$ cat src/rtl/wb_gpio_irq.sv
// wb_gpio_irq: Wishbone GPIO bank with direction, atomic set/clear, input sync and W1C edge interrupts
module wb_gpio_irq #(
   parameter int WIDTH = 16,
   parameter int SYNC_STAGES = 2,
   parameter logic [WIDTH-1:0] OUT_RESET = '0,
   parameter logic [WIDTH-1:0] DIR_RESET = '0
) (
   input  logic             wb_clk_i,
   input  logic             wb_rst_ni,
   input  logic [31:0]      wb_adr_i,
   input  logic [31:0]      wb_dat_i,
   input  logic [3:0]       wb_sel_i,
   input  logic             wb_we_i,
   input  logic             wb_cyc_i,
   input  logic             wb_stb_i,
   output logic [31:0]      wb_dat_o,
   output logic             wb_ack_o,
   input  logic [WIDTH-1:0] gpio_i,
   output logic [WIDTH-1:0] gpio_o,
   output logic [WIDTH-1:0] gpio_oe,
   output logic             irq_o
);
   typedef enum logic {IDLE, ACK} state_t;
   state_t state, state_nx;
   logic [2:0] adr;
   logic [2:0] prime_cnt;
   logic access, wr, primed, irq_q, unused;
   logic [31:0] bmask, rdata, rd_q;
   logic [WIDTH-1:0] wmask, wval, data_in, prev, data_out, dir, rise_en, fall_en, status, w1c, rise, fall;
   logic [WIDTH-1:0] sync_q [SYNC_STAGES];
   assign adr = wb_adr_i[4:2];
   assign access = (state == IDLE) && wb_cyc_i && wb_stb_i;
   assign wr = access && wb_we_i;
   assign bmask = {{8{wb_sel_i[3]}}, {8{wb_sel_i[2]}}, {8{wb_sel_i[1]}}, {8{wb_sel_i[0]}}};
   assign wmask = bmask[WIDTH-1:0];
   assign wval = wb_dat_i[WIDTH-1:0] & wmask;
   assign data_in = sync_q[SYNC_STAGES-1];
   assign primed = prime_cnt == 3'(SYNC_STAGES + 1);
   assign w1c = (wr && adr == 3'd5) ? wval : '0;
   assign rise = primed ? (data_in & ~prev & rise_en) : '0;
   assign fall = primed ? (~data_in & prev & fall_en) : '0;
   assign gpio_o = data_out;
   assign gpio_oe = dir;
   assign irq_o = irq_q;
   assign unused = ^{wb_adr_i[31:5], wb_adr_i[1:0], wb_dat_i, bmask};
   always_ff @(posedge wb_clk_i)
      state <= !wb_rst_ni ? IDLE : state_nx;
   always_comb
      state_nx = access ? ACK : IDLE;
   always_comb begin
      wb_ack_o = state == ACK;
      wb_dat_o = (state == ACK) ? rd_q : '0;
   end
   always_comb begin
      rdata = '0;
      case (adr)
         3'd0: rdata[WIDTH-1:0] = data_in;
         3'd1: rdata[WIDTH-1:0] = data_out;
         3'd2: rdata[WIDTH-1:0] = dir;
         3'd3: rdata[WIDTH-1:0] = rise_en;
         3'd4: rdata[WIDTH-1:0] = fall_en;
         3'd5: rdata[WIDTH-1:0] = status;
         default: rdata = '0;
      endcase
   end
   always_ff @(posedge wb_clk_i) begin
      if (!wb_rst_ni) begin
         rd_q <= '0;
         data_out <= OUT_RESET;
         dir <= DIR_RESET;
         rise_en <= '0;
         fall_en <= '0;
         status <= '0;
         irq_q <= 1'b0;
         prev <= '0;
         prime_cnt <= '0;
         for (int i = 0; i < SYNC_STAGES; i++) sync_q[i] <= '0;
      end else begin
         if (access) rd_q <= rdata;
         if (wr && adr == 3'd1) data_out <= (data_out & ~wmask) | wval;
         else if (wr && adr == 3'd6) data_out <= data_out | wval;
         else if (wr && adr == 3'd7) data_out <= data_out & ~wval;
         if (wr && adr == 3'd2) dir <= (dir & ~wmask) | wval;
         if (wr && adr == 3'd3) rise_en <= (rise_en & ~wmask) | wval;
         if (wr && adr == 3'd4) fall_en <= (fall_en & ~wmask) | wval;
         status <= (status & ~w1c) | rise | fall;
         irq_q <= |status;
         prev <= data_in;
         sync_q[0] <= gpio_i;
         for (int i = 1; i < SYNC_STAGES; i++) sync_q[i] <= sync_q[i-1];
         if (!primed) prime_cnt <= prime_cnt + 3'd1;
      end
   end
endmodule

$ cat config.mk
export PLATFORM = sky130hd
export DESIGN_NAME = wb_gpio_irq
export DESIGN_NICKNAME = d
export VERILOG_FILES = /design/src/rtl/wb_gpio_irq.sv
export SDC_FILE = /design/constraint.sdc
export NUM_CORES = 1
export LEC_CHECK = 0
export ABC_AREA = 1
export ABC_CLOCK_PERIOD_IN_PS = 2200
export BUFFER_PORTS_ARGS = -buffer_cell sky130_fd_sc_hd__buf_2
export CAP_MARGIN = 20
export CORE_ASPECT_RATIO = 1.1
export CORE_MARGIN = 1.5
export CORE_UTILIZATION = 54
export CTS_CLUSTER_SIZE = 14
export DETAILED_ROUTE_END_ITERATION = 7
export MAX_ROUTING_LAYER = met4
export PLACE_DENSITY = 0.88
export SETUP_SLACK_MARGIN = 0.15
export SLEW_MARGIN = 20
export SYNTH_ARGS = -nofsm -noshare
export SYNTH_HDL_FRONTEND = slang
export SYNTH_SLANG_ARGS = --single-unit
export TNS_END_PERCENT = 100
$ cat constraint.sdc
create_clock -name wb_clk_i -period 2.2 [get_ports wb_clk_i]
set_clock_uncertainty 0.2 [all_clocks]
set_input_delay 0.22 -clock wb_clk_i [delete_from_list [all_inputs] [get_ports wb_clk_i]]
set_output_delay 0.22 -clock wb_clk_i [all_outputs]
set_load 0.02 [all_outputs]
# ---- Word-level counts from Yosys, hierarchy flattened
# Memories as Yosys holds them, arrays and structs flattened.
# Cells that the tools add are included.
dict set report word_totals {
  ff_bits 117
  inputBits 89
  mem_bits_rw 32
  word_cells 72
  memories 1
}
# memory words word_bits read_ports rd_clocked_by_memory_dff write_ports line_no
set memory_table {}
lappend memory_table {sync_q 2 16 2 0 2 30} ;# logic [WIDTH-1:0] sync_q [SYNC_STAGES];
dict set report classes {
  n_eq_ne 8
  bitwise 26
  n_addsub 1
  muxes 13
  reduce_logical 13
}
# op count
set op_table {}
lappend op_table {{AND 16 bit} 11}
lappend op_table {{two-way mux 16 bit} 9}
lappend op_table {{bitwise OR 16 bit} 7}
lappend op_table {{case mux 16 bit (6 select lines)} 1}
lappend op_table {{inverter 16 bit} 5}
lappend op_table {{OR reduction 16 bit} 1}
lappend op_table {{== test 3 bit (second input constant)} 4}
lappend op_table {{logical AND 1 bit} 10}
lappend op_table {{== test 3 x 2 -> 1 bit (second input constant)} 3}
lappend op_table {{adder 3 x 1 -> 3 bit (second input constant)} 1}
lappend op_table {{== test 3 x 1 -> 1 bit (second input constant)} 1}
lappend op_table {{zero test 3 bit} 1}
lappend op_table {{two-way mux 1 bit} 3}
lappend op_table {{nonzero test 3 bit} 1}
lappend op_table {{bitwise OR 1 bit} 2}
lappend op_table {{inverter 1 bit} 1}

# ---- Logic depth before layout (Yosys ltp)
# Gate-level depths: netlist (run 1).
dict set report depth {
  word_depth 10
  mapped_depth 11
}

# ---- Least setup slack after synthesis (run 1)
# OpenSTA, ideal clock, no wires.
dict set report synth_timing {
  path_kind {register -> register}
  startpoint {reg state, in the netlist wb_ack_o}
  endpoint {reg with a tool-made name}
  path_stages_with_launch 10
  setup_time_ns 0.115
  required_ns 1.885
  arrival_ns 1.392
  period_less_slack_ns 1.707
  setup_slack_ns 0.493
  path_buffers 2
  path_cell_list {dfxtp_1 buf_2 inv_1 nand3_2 nor2_4 nand2_1 buf_4 nand2_1 a21oi_1 nor2_1}
}
# item line_no
set synth_rtl {}
lappend synth_rtl {{from (decl)} 24} ;# state_t state, state_nx;
lappend synth_rtl {{from (signal assigned)} 47} ;# state <= !wb_rst_ni ? IDLE : state_nx;

==> results of run 1 <==
## worst max-delay path, cell delays in order, from the launching register on
cell	delay [ns]
dfxtp_1	0.32
buf_4	0.18
nor2_4	0.11
nand2_1	0.11
nor2_1	0.16
nand2_1	0.35
o21ai_0	0.32
a21oi_1	0.08
## power breakdown
part	switching [mW]	internal, mW	leakage (nW)
registers	0.0489	2.79	1.21
clock network	1.08	1.76	0.287
logic	0.359	0.209	2.33
total	1.49	4.76	3.83
## placed cells by master (no fill, tap or decap), types with 4 or more instances in the layout
cell type      instances
o21ai_0              124
dlygate4sd3_1         42
a21oi_1              107
buf_2                 90
nor2_1                87
clkbuf_16             17
nand3_1               12
inv_1                170
nand2_2                5
o22ai_1               20
dfxtp_1              149
conb_1                16
nand2_1              182
nand3_2                4
nand3b_1              10
clkbuf_8               7
buf_4                 25
## layer usage
layer  vias up  routed length [um]
met1      2860                7180
met3        41                2130
met2       401                7740
met4         0                 446
met5         -                   0
li1       3190                   -
## repair_timing
action / 4_1_cts / 5_1_grt
gates resized for setup: 0 / 1
hold endpoints to repair: 67 / 0
hold buffers: 42 / 0
setup endpoints to repair: 0 / 16
## worst max path at each step
stage / endpoint / slack (ns) / cells past startpoint
after floorplan: register / 0.49 / 9
after global placement: register / 0.37 / 7
after detailed placement: register / 0.30 / 7
after CTS: register / 0.28 / 7
after global routing: register / 0.01 / 9
final: register / 0.23 / 7
## kinds of logic (layout without fill, tap and decap cells)
kind of cell	after synthesis	count (layout)	synth area share
buffers and inverters	232	364	0.148
DFF	149	149	0.455
AOI/OAI and AO/OA	252	252	0.197
adders and majority gates	2	2	0.00382
xor gates and xnor gates	1	1	0.00134
and+or+nand+nor	308	308	0.194
other	1	16	0.000572
## cell usage after synthesis (all sizes together), types with 10 or more instances
cell type	count	area, um2
nand3b	10	75.1
inv	173	649
nand2	187	712
o21ai	124	621
nor2	91	362
o22ai	20	125
dfxtp	149	2980
buf	33	223
clkbuf	24	90.1
nand3	16	100
a21oi	107	536
## through the flow
| step | area, um2 | power, mW | util |
|---|---|---|---|
| finish | 8140 | 6.25 | 0.683 |
| global route | 8140 | 6.45 | 0.683 |
| CTS | 8140 | 6.25 | 0.682 |
| detailed placement | 7130 | 3.39 | 0.597 |
| global placement | 7130 | 3.38 | 0.597 |
| floorplan | 6610 | 3.23 | - |
## final cells by class
cell class              instances  area [um2]  area share
clock inverters                 7        67.6     0.00830
multi-input cells             579        2660       0.326
inverters                     175         657      0.0807
well taps                     154         193      0.0237
flip-flops and latches        149        2980       0.366
clock buffers                  25         526      0.0645
repair buffers                157        1060       0.130
==> run_results.csv, run 1 <==
group,metric,value,unit
run_status,run_status,"finished, final reports clean",
critical_path,rr_worst_depth,7,
finish,fin_nets,1170,
finish,area_growth,24.3,%
min_path,hold_depth,3,
grt,antenna_found_initial,0,
critical_path,cp.arrival,2.05,ns
floorplan,fp.dieH,119,um
routing,drt_wl_total,17.5,mm
timing,setup_ws,0.233,ns
grt,grtUsageMet3,0.0700,
floorplan,ioPinCount,155,
clock_network,clkLatencyLatePin,0.42,ns
synthesis,ys_ff_latch,149,
grt,grt_overflow,0,
timing,setup_viol,0,
routing,dr.pass1.iters,8,
routing,wl_per_cell,14.0,um
placement,dp_hpwl,11.4,mm
timing,final_hold_viol_count,0,
routing,routed_via_density,5.21,
grt,grt_util_met1,0.378,
critical_path,required,2.28,ns
clock_network,post_cts_buffers,0,
clock_network,clock_path_buffers,2,
critical_path,cp_max_fo,16,
timing,worst_slew_margin_rel,0.643,
synthesis,synthArstFlopShare,0,
placement,place_ws,0.300,ns
floorplan,core,0.0119,mm2
flow_run,max_cap_violations,0,
floorplan,die_area,0.0128,mm2
floorplan,die-width,108,um
clock_network,clk_pin_slew,0.06,ns
timing,tightest_slew,0.534,ns
floorplan,rows,42,
finish,drive_above_1_share,0.148,
finish,fillers,929,
routing,vias,6492,
floorplan,initial_core_util,0.549,
synthesis,avgSynthCellArea,6.93,um2
placement,gp_congestion,0.926,
routing,first_iter_violations,676,
grt,use_met2,0.422,
min_path,hp-start,"wb_dat_i[4]",
power,power_density,768,mW/mm2
grt,track_usage,0.288,
timing,post-route-min-period,1.97,ns
synthesis,syn_inst,945,
clock_network,cts_tree,"built",
timing,setup_tns,0,ns
placement,portBuffers,91,
critical_path,worstSetupStartpoint,"wb_ack_o$_SDFF_PN0_",
grt,grt_max_degree,40,
placement,placed_cells,1172,
clock_network,root_buffer,"clkbuf_16",
grt,grt_pass1_wl,28.1,mm
finish,fin_cells,1246,
clock_network,numCtsBuffers,17,
power,peakVddDrop,0.000412,V
critical_path,rr_startpoint,"wb_ack_o$_SDFF_PN0_",
critical_path,critPathCaptureType,"register",
clock_network,ctsHtreeMaxLevel,4,
clock_network,cts_num_sinks,149,
critical_path,ff2ff_setup_slack,0.23,ns
timing,holdWs,0.0245,ns
routing,drc,0,
synthesis,ys_warn_count,0,
timing,rsz0062_at_grt,"true",
grt,grt_pass1_vias,5797,
synthesis,synthFlopType,"dfxtp_1",
critical_path,critical_path_class,"reg2reg",
routing,antenna_left,0,
timing,finalMaxSlewViolations,0,
min_path,min-delay-path-class,"in2reg",
timing,finalCritPeriodShare,0.894,
power,cellLeakagePower,3.83,nW
synthesis,seq_area_frac_synth,0.455,
synthesis,synth_edf_count,0,
timing,fmax,0.508,GHz
synthesis,yosys.cell_types.count,26,
grt,grt_busiest_layer,"met2",
synthesis,synthesis.area,0.00655,mm2
critical_path,cp-start-kind,"register",
finish,num_antenna_cells,0,
Power figures use the tool's default switching activity.
==> run 2: changes to the inputs <==
ABC_AREA = default   (was 1)
CORE_MARGIN = default   (was 1.5)
==> run 2 against run 1 <==
  * Final cell count down 23%
  * Sequential power about the same
  * Largest cell class is now multi-input combinational cells
  * Via count down 5.2%
  * Register-to-register slack about the same
  * Highest routed layer unchanged
  * Critical path depth down 3
  * Fmax up 0.31%
  * Sequential cell count unchanged
  * Die area up 0.65%
  * Utilization down 0.68 points
  * Clock power up 3%
  * Sequential share of layout area down 0.11 points
==> run_results.csv, run 2 <==
group,metric,value,unit
run_status,run_status,"finished, final reports clean",
power,power_density,766,mW/mm2
finish,drive_above_1_share,0.218,
placement,placed_cells,899,
placement,portBuffers,91,
synthesis,synthArstFlopShare,0,
timing,setup_ws,0.239,ns
critical_path,required,2.35,ns
floorplan,initial_core_util,0.556,
timing,worst_slew_margin_rel,0.469,
critical_path,critPathCaptureType,"register",
power,cellLeakagePower,3.63,nW
critical_path,rr_startpoint,"prime_cnt[1]$_SDFFE_PN0N_",
placement,dpl_cell_area,0.00726,mm2
synthesis,avgSynthCellArea,9.80,um2
synthesis,seq_area_frac_synth,0.444,
finish,final_cell_mix,"dfxtp_1 (149), buf_2 (90), nand2_1 (80), and2_1 (66), mux2i_1 (51)",
synthesis,synthFlopType,"dfxtp_1",
finish,area_growth,21.6,%
critical_path,worstSetupStartpoint,"prime_cnt[1]$_SDFFE_PN0N_",
grt,grt_max_degree,80,
placement,place_ws,0.194,ns
grt,track_usage,0.315,
synthesis,synth_common_cells,"dfxtp_1 (149), nand2_1 (80), and2_1 (66)",
timing,post-route-min-period,1.96,ns
synthesis,ys_ff_latch,149,
synthesis,ys_top_cells_by_area,"dfxtp_1 (44%), mux2i_1 (7.6%), and2_1 (6.1%)",
flow_run,max_cap_violations,0,
clock_network,numCtsBuffers,17,
placement,dp_hpwl,12.1,mm
finish,layout_commonest_cell,"dfxtp_1",
critical_path,rr_worst_depth,4,
synthesis,synthesis.area,0.00672,mm2
synthesis,ys_warn_count,0,
clock_network,cts_num_sinks,149,
critical_path,ff2ff_setup_slack,0.24,ns
power,peakVddDrop,0.000537,V
synthesis,yosys.area.top_type_share,0.444,
critical_path,reg2reg_to,"status[2]$_SDFF_PN0_",
timing,rsz0062_at_grt,"false",
critical_path,cp-start-kind,"register",
routing,antenna_left,0,
floorplan,die_area,0.0129,mm2
critical_path,critical_path_class,"reg2reg",
timing,setup_viol,0,
routing,dr.pass1.iters,7,
synthesis,syn_inst,685,
finish,final_util,0.676,
clock_network,cts_tree,"built",
timing,tightest_slew,0.797,ns
floorplan,ioPinCount,155,
grt,grt_pass1_vias,5937,
finish,fin_area,0.00817,mm2
clock_network,clkLatencyLatePin,0.42,ns
floorplan,core,0.0121,mm2
synthesis,synth_most_common_cell,"dfxtp_1",
finish,fin_nets,887,
floorplan,rows,42,
timing,finalMaxSlewViolations,0,
critical_path,cp_max_fo,16,
routing,first_iter_violations,652,
power,p_total,6.26,mW
routing,wl_per_cell,20.3,um
synthesis,yosys.cell_types.count,43,
clock_network,clk_pin_slew,0.06,ns
finish,fillers,842,
min_path,min-delay-path-class,"in2reg",
timing,setup_tns,0,ns
timing,final_hold_viol_count,0,
timing,finalCritPeriodShare,0.891,
routing,vias,6155,
floorplan,die-width,108,um
grt,grt_pass1_wl,30.2,mm
critical_path,crit_end,"status[2]$_SDFF_PN0_",
grt,antenna_found_initial,0,
floorplan,fp.dieH,119,um
grt,grt_overflow,0,
clock_network,root_buffer,"clkbuf_16",
synthesis,synth_edf_count,0,
routing,routed_via_density,6.40,
finish,fin_cells,961,
placement,gp_congestion,0.872,
synthesis,yosysTopAreaCell,"dfxtp_1",
timing,fmax,0.510,GHz
critical_path,cp.arrival,2.12,ns
min_path,hp-start,"wb_rst_ni",
routing,drt_wl_total,19.5,mm
clock_network,clock_path_buffers,2,
timing,holdWs,0.0922,ns
routing,drc,0,
clock_network,ctsHtreeMaxLevel,4,
finish,num_antenna_cells,0,
==> run 2: cell types whose count changed in the layout (fill, tap and decap cells not counted), moves of 20 or more <==
cell,change
a21oi_1,-95
a32o_1,+32
and2_1,+66
inv_1,-166
mux2_2,+22
mux2i_1,+51
nand2_1,-102
nor2_1,-80
o21ai_0,-94
o22ai_1,-20
==> run 2: cells by family after synthesis <==
logic type	after synthesis	synth area share
compound gates	134	0.148
xor+xnor	1	0.00130
fa+ha+maj	2	0.00373
buf+inv	76	0.0615
flops	149	0.444
mux	76	0.118
other cells	1	0.000558
simple gates	246	0.223
==> run 2: critical path, stage by stage (launching register included) <==
cell and delay [ns]:
dfxtp_1 0.35, ha_1 0.16, ha_1 0.26, and2_1 0.69
a32o_1 0.23
==> run 2: routing by layer <==
metal	vias up	global-route usage	share of wire
li1	2698	-	-
met1	2909	0.354	0.37
met2	441	0.500	0.48
met3	107	0.0903	0.10
met4	0	0.175	0.051
met5	-	-	0
==> run 2: how the worst min path moves through the flow <==
| stage | endpoint | slack [ns] | cells past startpoint |
|---|---|---|---|
| 2_1_floorplan | register | 0.15 | 1 |
| 3_3_place_gp | sync_q[0][21]$_SDFF_PN0_ | 0.21 | 1 |
| 3_5_place_dp | sync_q[0][24]$_SDFF_PN0_ | 0.22 | 1 |
| 4_1_cts | rd_q[12]$_SDFFE_PN0N_ | 0.07 | 3 |
| 5_1_grt | sync_q[0][15]$_SDFF_PN0_ | 0.11 | 2 |
| 6_report | rd_q[14]$_SDFFE_PN0N_ | 0.09 | 3 |
==> run 2: timing repair <==
| item | in CTS | in global routing |
|---|---|---|
| endpoints found under the setup margin | 0 | 0 |
| hold buffers | 32 | 0 |
| resized for setup | 0 | 0 |
| buffers inserted | 0 | 0 |
| endpoints found under the hold margin | 95 | 0 |
==> run 2: area by class of cell <==
type	instances	area, um2	share of cell area
multi-input cells	475	3380	0.413
flip-flops and latches	149	2980	0.365
repair buffers	149	1010	0.124
clock buffers	21	460	0.0564
well taps	154	193	0.0236
clock inverters	9	129	0.0158
inverters	4	15.0	0.00184
==> run 2: power by group <==
group / total [mW] / switching [mW] / internal (mW)
logic: 0.527 / 0.326 / 0.201
clock network: 2.92 / 1.09 / 1.83
registers: 2.81 / 0.0425 / 2.77
total: 6.26 / 1.46 / 4.80
==> run 3: changes to the inputs <==
==> constraint.sdc (replaced) <==
create_clock -name wb_clk_i -period 2.2 [get_ports wb_clk_i]
set_clock_uncertainty 0.2 [all_clocks]
set_input_delay 0.33 -clock wb_clk_i [delete_from_list [all_inputs] [get_ports wb_clk_i]]
set_output_delay 0.33 -clock wb_clk_i [all_outputs]
set_load 0.02 [all_outputs]
==> run 3 against run 2 <==
  * Hold slack worse by 0.074 ns
  * Utilization down 0.35 points
  * Register-to-register slack lost 0.06 ns
  * Total power down 2.4%
  * Design area decreased by 0.52%
  * Fmax down 2.9%
  * Global-route usage down 0.53 points
  * Largest cell class unchanged
  * Routed wire length decreased by 2.8%
  * Clock power is 5% lower
  * Sequential power about the same
  * Die area unchanged
  * Sequential cell count stayed put
==> run_results.csv, run 3 (same netlist as run 2, synthesis figures left out) <==
group,metric,value,unit
run_status,run_status,"finished, final reports clean",
finish,fin_nets,884,
flow_run,max_cap_violations,0,
timing,finalMaxSlewViolations,0,
timing,setup_viol,0,
timing,finalCritPeriodShare,0.918,
placement,gp_congestion,0.871,
min_path,min-delay-path-class,"in2reg",
critical_path,crit_family,"simple AND/OR/NAND/NOR gates",
floorplan,ioPinCount,155,
grt,antenna_found_initial,1,
power,peakVddDrop,0.000459,V
floorplan,core,0.0121,mm2
timing,post-route-min-period,2.02,ns
critical_path,required,2.36,ns
clock_network,ctsHtreeMaxLevel,4,
timing,fmax,0.495,GHz
finish,layout_commonest_cell,"dfxtp_1",
critical_path,ff2ff_setup_slack,0.18,ns
floorplan,rows,42,
critical_path,slowest_delay,0.73,ns
finish,final_cell_mix,"dfxtp_1 (148), buf_2 (90), nand2_1 (80), and2_1 (66), mux2i_1 (51)",
clock_network,clock_path_buffers,2,
finish,fin_cells,961,
critical_path,critPathMostFrequentCell,"ha_1",
critical_path,crit_cells,4,
grt,grt_pass1_vias,5787,
power,cellLeakagePower,3.60,nW
timing,rsz0062_at_grt,"false",
critical_path,cp_slowest_cell,"and2_1",
grt,track_usage,0.310,
clock_network,clk_pin_slew,0.06,ns
clock_network,numCtsBuffers,17,
min_path,hp-start,"wb_dat_i[3]",
power,power_density,751,mW/mm2
critical_path,critPathCaptureType,"register",
timing,setup_tns,0,ns
routing,routed_via_density,6.21,
timing,tightest_slew,0.868,ns
critical_path,cp-start-kind,"register",
routing,vias,5967,
critical_path,crit_chain,"ha_1 > ha_1 > and2_1 > a32o_1",
routing,wl_per_cell,19.7,um
floorplan,initial_core_util,0.556,
floorplan,die_area,0.0129,mm2
critical_path,cp.arrival,2.18,ns
critical_path,cp_max_fo,16,
routing,first_iter_violations,542,
clock_network,root_buffer,"clkbuf_16",
critical_path,rr_startpoint,"prime_cnt[0]$_SDFFE_PN0N_",
finish,fillers,911,
grt,grt_max_degree,140,
critical_path,path_buf_inv,0,
routing,dr.pass1.iters,6,
grt,grt_overflow,0,
finish,area_growth,21.0,%
timing,holdWs,0.0186,ns
routing,drt_wl_total,18.9,mm
routing,drc,0,
power,p_total,6.10,mW
clock_network,post_cts_buffers,0,
routing,antenna_left,0,
placement,dp_hpwl,11.9,mm
floorplan,fp.dieH,119,um
finish,drive_above_1_share,0.222,
grt,grt_pass1_wl,29.7,mm
critical_path,rr_worst_depth,4,
min_path,hold_depth,2,
placement,portBuffers,91,
floorplan,die-width,108,um
clock_network,cts_num_sinks,149,
clock_network,cts_tree,"built",
critical_path,critical_path_class,"reg2reg",
timing,worst_slew_margin_rel,0.420,
placement,placed_cells,898,
clock_network,clkLatencyLatePin,0.43,ns
timing,final_hold_viol_count,0,
critical_path,reg2reg_to,"status[3]$_SDFF_PN0_",
==> run 3: worst max-delay path by stage <==
stage | startpoint | slack (ns) | endpoint
6_report | prime_cnt[0]$_SDFFE_PN0N_ | 0.18 | status[3]$_SDFF_PN0_
5_1_grt | prime_cnt[0]$_SDFFE_PN0N_ | 0.17 | status[3]$_SDFF_PN0_
4_1_cts | wb_ack_o$_SDFF_PN0_ | 0.16 | wb_dat_o[8]
3_5_place_dp | wb_adr_i[4] | 0.12 | register
3_3_place_gp | wb_adr_i[4] | 0.18 | register
2_1_floorplan | prime_cnt[0]$_SDFFE_PN0N_ | 0.47 | status[10]$_SDFF_PN0_
==> run 3: layer usage <==
metal  wire (um)  vias to the layer above  share of wire  GRT usage
li1            -                     2684              -          -
met1        7200                     2831           0.38      0.370
met2        9060                      367           0.48      0.483
met3        1840                       85          0.097     0.0684
met4         823                        0          0.043      0.169
met5           0                        -              0          -
==> run 3: per-stage QoR <==
stage	cell area, um2	util	setup WS (ns)
2_1_floorplan	6770	-	0.470
3_3_place_gp	7250	0.600	0.180
3_5_place_dp	7250	0.600	0.116
4_1_cts	8120	0.672	0.160
5_1_grt	8120	0.672	0.171
6_report	8120	0.672	0.181
==> run 3: power by group <==
| group | switching (mW) | leakage (nW) | internal [mW] | total [mW] |
|---|---|---|---|---|
| Combinational | 0.322 | 2.12 | 0.199 | 0.521 |
| Sequential | 0.0415 | 1.21 | 2.77 | 2.81 |
| Clock | 1.18 | 0.259 | 1.60 | 2.77 |
==> run 3: timing repair <==
item                       in CTS  in global routing
resized for setup               1                  1
hold buffers                   30                  0
hold endpoints to repair       30                  0
setup endpoints to repair       2                  9
==> run 3: area by class of cell <==
| type | instances | area [um2] | share of cell area |
|---|---|---|---|
| Antenna cell | 1 | 2.50 | 0.000308 |
| Clock buffer | 19 | 443 | 0.0545 |
| Clock inverter | 13 | 124 | 0.0152 |
| Inverter | 4 | 15.0 | 0.00185 |
| Multi-Input combinational cell | 475 | 3380 | 0.416 |
| Sequential cell | 149 | 2980 | 0.367 |
| Tap cell | 154 | 193 | 0.0237 |
| Timing Repair Buffer | 146 | 987 | 0.122 |
